### src/rtl/tetris_move_scheduler.sv
// Tetris move scheduler: edge-detects buttons, generates gravity ticks,
// arbitrates pending moves and issues them over a valid/ready handshake.
module tetris_move_scheduler #(
  parameter int DROP_PERIOD = 100,
  parameter int FAST_PERIOD = 10,
  parameter int CW          = 16
) (
  input  logic       clk,
  input  logic       rst,
  input  logic       en,
  input  logic       right,
  input  logic       left,
  input  logic       rr,
  input  logic       rl,
  input  logic       soft_drop,
  input  logic       cmd_ready_i,
  output logic       cmd_valid_o,
  output logic [2:0] cmd_o,
  output logic       busy_o,
  output logic       missed_tick_o
);

  typedef enum logic [1:0] {
    IDLE,
    ARB,
    ISSUE
  } state_t;

  localparam logic [2:0] M_RIGHT = 3'd0;
  localparam logic [2:0] M_LEFT  = 3'd1;
  localparam logic [2:0] M_ROR   = 3'd2;
  localparam logic [2:0] M_ROL   = 3'd3;
  localparam logic [2:0] M_DOWN  = 3'd4;

  state_t        state;
  logic [3:0]    btn;
  logic [3:0]    prev;
  logic [3:0]    rise;
  logic [4:0]    pend;
  logic [4:0]    set_mask;
  logic [4:0]    clr_mask;
  logic [4:0]    pend_nxt;
  logic [CW-1:0] cnt;
  logic [CW-1:0] term;
  logic          tick;
  logic          xfer;
  logic [2:0]    sel;

  assign btn  = {rl, rr, left, right};
  assign rise = btn & ~prev;

  // >= so a shrinking period (soft drop raised) wraps at once
  assign term = soft_drop ? CW'(FAST_PERIOD - 1)
                          : CW'(DROP_PERIOD - 1);
  assign tick = (cnt >= term);

  // opposing buttons rising together cancel each other
  assign set_mask = {
    tick,
    rise[3] & ~rise[2],
    rise[2] & ~rise[3],
    rise[1] & ~rise[0],
    rise[0] & ~rise[1]
  };

  assign xfer     = (state == ISSUE) && cmd_valid_o && cmd_ready_i;
  assign clr_mask = xfer ? (5'd1 << cmd_o) : 5'd0;
  assign pend_nxt = (pend & ~clr_mask) | set_mask;

  assign busy_o = (|pend) || cmd_valid_o;

  always_comb begin
    sel = M_RIGHT;
    priority case (1'b1)
      pend[4]: sel = M_DOWN;
      pend[2]: sel = M_ROR;
      pend[3]: sel = M_ROL;
      pend[1]: sel = M_LEFT;
      default: sel = M_RIGHT;
    endcase
  end

  always_ff @(posedge clk or posedge rst) begin
    if (rst) begin
      state         <= IDLE;
      prev          <= '0;
      pend          <= '0;
      cnt           <= '0;
      cmd_valid_o   <= 1'b0;
      cmd_o         <= M_RIGHT;
      missed_tick_o <= 1'b0;
    end else if (!en) begin
      state       <= IDLE;
      prev        <= '0;
      pend        <= '0;
      cnt         <= '0;
      cmd_valid_o <= 1'b0;
    end else begin
      prev <= btn;
      pend <= pend_nxt;
      cnt  <= tick ? '0 : cnt + CW'(1);
      if (tick && pend[4] && !clr_mask[4])
        missed_tick_o <= 1'b1;
      case (state)
        IDLE: state <= ARB;
        ARB: begin
          if (|pend) begin
            cmd_o       <= sel;
            cmd_valid_o <= 1'b1;
            state       <= ISSUE;
          end
        end
        ISSUE: begin
          if (xfer) begin
            cmd_valid_o <= 1'b0;
            state       <= ARB;
          end
        end
        default: state <= IDLE;
      endcase
    end
  end

endmodule

### config.mk
export PLATFORM = sky130hd
export DESIGN_NAME = tetris_move_scheduler
export DESIGN_NICKNAME = d
export VERILOG_FILES = /design/src/rtl/tetris_move_scheduler.sv
export SDC_FILE = /design/constraint.sdc
export NUM_CORES = 1
export LEC_CHECK = 0
export CORE_MARGIN = 4
export CORE_UTILIZATION = 49
export DETAILED_ROUTE_END_ITERATION = 6
export PLACE_DENSITY_LB_ADDON = 0.12
export SYNTH_ARGS = -nofsm -noshare
export SYNTH_HDL_FRONTEND = slang
export SYNTH_SLANG_ARGS = --single-unit
### constraint.sdc
create_clock -name clk -period 1.8 [get_ports clk]
set_input_delay 0.36 -clock clk [delete_from_list [all_inputs] [get_ports clk]]
set_output_delay 0.36 -clock clk [all_outputs]
set_load 0.005 [all_outputs]
==> flow_summary.ini <==
[finish]
finalNetCount = 180
drive_above_1_share_pct = 23.4
n_diodes = 0
layout_area_growth_over_synthesis_pct = 29.6
layout.cell_area.non_filler_um2 = 1810
layout.filler_cells = 232

[critical_path]
cells_along_the_critical_path = or4_4 -> or3_1 -> buf_2
ff2ff_setup_slack_ns = 0.07
worst-setup-path-type = flip-flop to output pin
critical_path.startpoint_type = flip-flop
timing.critical_path.fanout_max = 3
r2r_cells = 5
endpoint_kind = output pin
cell_at_the_slowest_stage_of_the_critical_path = sky130_fd_sc_hd__or4_4
ff_to_ff_end = cnt[7]$_DFF_PP0_
reg_to_reg_startpoint = cnt[1]$_DFF_PP0_
cp.arrival_ns = 1.71
cp.required_ns = 1.44
worst-path-buf-inv = 1
critPathMaxStageDelay_ns = 0.54
path_delay_family = simple AND/OR/NAND/NOR gates

[power]
power.density_cell_area_nw_per_um2 = 863
power.share.clock_pct = 34.5
vdd.ir_drop.worst_uv = 774
total_switching_power_w = 0.000385
proportion_of_total_power_due_to_net_switching_pct = 24.6
seq_pwr_share_pct = 52.3
report.power.total_w = 0.00156
pwr-share-comb_pct = 13.2
intPower_w = 0.00118
static-leakage-power_nw = 0.822

[timing]
report.final.hold_viol_count = 0
fmaxAchievable_mhz = 482
final.setup_skew_ns = 0.00726
fin_crit_ns = 2.07
layout_worst_path_cycle_share_pct = 115
rsz0062_at_grt = yes
maxSlewViolCount = 0
setup_violations = 1
final.setup.worst_slack_ns = -0.274

[place]
hpwlAfterDp_mm = 1.80
pre_cts_slack_ns = -0.603
dpl_cell_area_um2 = 1680
gpl.final_weighted_congestion = 0.800
port_buffers = 14

[global_route]
wire_length_of_the_first_global_routing_pass_mm = 4.32
grt_util_met2_pct = 25.5
grt_use_met3_pct = 5.03
grt_util_met1_pct = 19.1
grt_usage_pct = 16.3
most_congested_layer_reported_by_global_routing = met2
initial_antenna_violation_count = 0
grt_overflow_total = 0
maximum_number_of_pins_on_one_net_before_global_route_repair = 33
grt_pass1_vias = 1026

[synth]
post_synth_most_frequent_cells = 32 x sky130_fd_sc_hd__dfrtp_1, 9 x sky130_fd_sc_hd__a21oi_1, 7 x sky130_fd_sc_hd__nand2_1, 7 x sky130_fd_sc_hd__nor2_1
ys_types = 33
netlist.area_leader.share_pct = 57.2
synth_sequential_area_ratio_pct = 57.2
synth_most_common_cell = sky130_fd_sc_hd__dfrtp_1
synth-warning-count = 0
yosysTopAreaCell = sky130_fd_sc_hd__dfrtp_1
synth.ff_latch_count = 32
share_of_synthesized_flip_flops_with_an_asynchronous_set_or_reset_pct = 100
synth-edff-count = 0
post_synth_inst_count = 127
synth.cell_area_um2 = 1400
postSynth.topFlopCell = sky130_fd_sc_hd__dfrtp_1
synth_top_cells_by_area = sky130_fd_sc_hd__dfrtp_1 57%, sky130_fd_sc_hd__ha_1 4.5%, sky130_fd_sc_hd__a21oi_1 3.2%
syn-mean-instance-area_um2 = 11.0

[clocking]
cts_buffers = 5
ctsRootBufferMaster = sky130_fd_sc_hd__clkbuf_4
cts_htree_levels = 2
cts_tree = built
cts.path.max_buffers = 2
worst_setup_hold_path_clk_slew_ns = 0.10
clock_sink_count = 32
clkLatencyLatePin_ns = 0.34
postCtsHoldBufs = 0

[drt]
wire_per_inst_um = 13.6
drtAntennaViolNets = 0
vias_per_cell = 5.21
detailedRoute.firstPassIterationCount = 4
via_count = 1032
drcViolationCount = 0
postRouteWirelength_mm = 2.70
first_iter_violations = 43

[die]
area_of_the_die_um2 = 3770
core_area_um2 = 2730
die_w_um = 61.4
num_rows = 19
boundaryPins = 15
die_height_um = 61.4
initial_core_util_pct = 51.2

[status]
status = finished with violations
violations = negative setup slack

[job]
max_cap_viol_count = 0

[worst_hold_path]
hold_crit_path_type = input pin to asynchronous set/reset pin
power groups by stage:
stage	clock [W]	combinational, W	sequential [W]
floorplan	0	0.0000996	0.000822
global placement	0	0.000202	0.000828
detailed placement	0	0.000206	0.000828
CTS	0.000548	0.000205	0.000816
global route	0.000580	0.000231	0.000829
finish	0.000540	0.000206	0.000818
metrics by stage:
stage	instances	hold slack [ns]	util, %	setup TNS, ns
4_1_cts	199	0.396	64.7	-0.446
2_1_floorplan	134	0.460	-	0
5_1_grt	198	0.438	66.3	-0.345
3_5_place_dp	189	0.477	61.3	-5.40
3_3_place_gp	189	0.455	61.3	-4.67
6_report	198	0.385	66.3	-0.274
worst max-delay path by stage:
stage | from | to | cells after the start
3_3_place_gp | soft_drop | cnt[5]$_DFF_PP0_ | 8
6_report | pend[3]$_DFF_PP0_ | busy_o | 3
5_1_grt | pend[3]$_DFF_PP0_ | busy_o | 3
4_1_cts | pend[3]$_DFF_PP0_ | busy_o | 3
3_5_place_dp | soft_drop | cnt[2]$_DFF_PP0_ | 8
2_1_floorplan | cnt[1]$_DFF_PP0_ | cnt[2]$_DFF_PP0_ | 6
layout by cell type, fill, tap and decap left out, types with 2 or more instances in the layout:
master,count
sky130_fd_sc_hd__dfrtp_1,31
sky130_fd_sc_hd__clkdlybuf4s50_1,12
sky130_fd_sc_hd__buf_4,12
sky130_fd_sc_hd__a21oi_1,8
sky130_fd_sc_hd__conb_1,8
sky130_fd_sc_hd__nand2_1,7
sky130_fd_sc_hd__nor2_1,7
sky130_fd_sc_hd__inv_1,6
sky130_fd_sc_hd__nand3_1,6
sky130_fd_sc_hd__nor2_2,6
sky130_fd_sc_hd__nand2b_1,5
sky130_fd_sc_hd__clkbuf_4,5
sky130_fd_sc_hd__o21ai_0,4
sky130_fd_sc_hd__and2_1,4
sky130_fd_sc_hd__xor2_1,4
sky130_fd_sc_hd__nand3b_1,3
sky130_fd_sc_hd__o31ai_1,3
sky130_fd_sc_hd__or4_4,2
sky130_fd_sc_hd__o21ai_1,2
sky130_fd_sc_hd__a21o_1,2
sky130_fd_sc_hd__and3_1,2
sky130_fd_sc_hd__xnor2_1,2
sky130_fd_sc_hd__ha_1,2
sky130_fd_sc_hd__ha_4,2
worst register-to-register path, stage by stage, from the launching register on:
cell                        delay (ns)
sky130_fd_sc_hd__dfrtp_1          0.42
sky130_fd_sc_hd__ha_4             0.23
sky130_fd_sc_hd__a2111oi_4        0.30
sky130_fd_sc_hd__nor3_2           0.08
sky130_fd_sc_hd__or4_4            0.50
sky130_fd_sc_hd__nor2_2           0.14
repair_timing:
item,CTS,global route
buffers inserted,2,0
pin swaps,7,0
setup endpoints to repair,8,9
resized for setup,7,11
per-layer routing:
metal / up-vias / wire length, um
met5: - / 0
met4: 0 / 139
met3: 15 / 120
met2: 24 / 1260
met1: 485 / 1180
li1: 508 / -
cell families (layout without fill, tap and decap cells):
kind of cell / after synthesis / after routing / share of synthesized area [%]
simple gates: 52 / 52 / 20.9
flops: 32 / 32 / 57.2
compound gates: 24 / 24 / 10.9
fa+ha+maj: 5 / 5 / 4.47
xor+xnor: 6 / 6 / 3.76
other cells: 1 / 8 / 0.268
buf+inv: 7 / 40 / 2.41
registers in the layout (all words and copies together) (netlist names):
| register | cells |
|---|---|
| cnt | 16 |
| pend | 5 |
| prev | 4 |
| cmd_o | 3 |
| state | 2 |
| cmd_valid_o | 1 |
| missed_tick_o | 1 |
layout make-up:
cell class                      count  area (um2)  area share, %
Inverter                            6        22.5           1.24
Sequential cell                    32         802           44.2
Timing Repair Buffer               26         220           12.1
Clock buffer                        6        41.3           2.28
Tap cell                           31        38.8           2.14
Multi-Input combinational cell     95         653           36.0
Clock inverter                      2        35.0           1.93
Note: power is estimated with default switching activity, not from simulation.
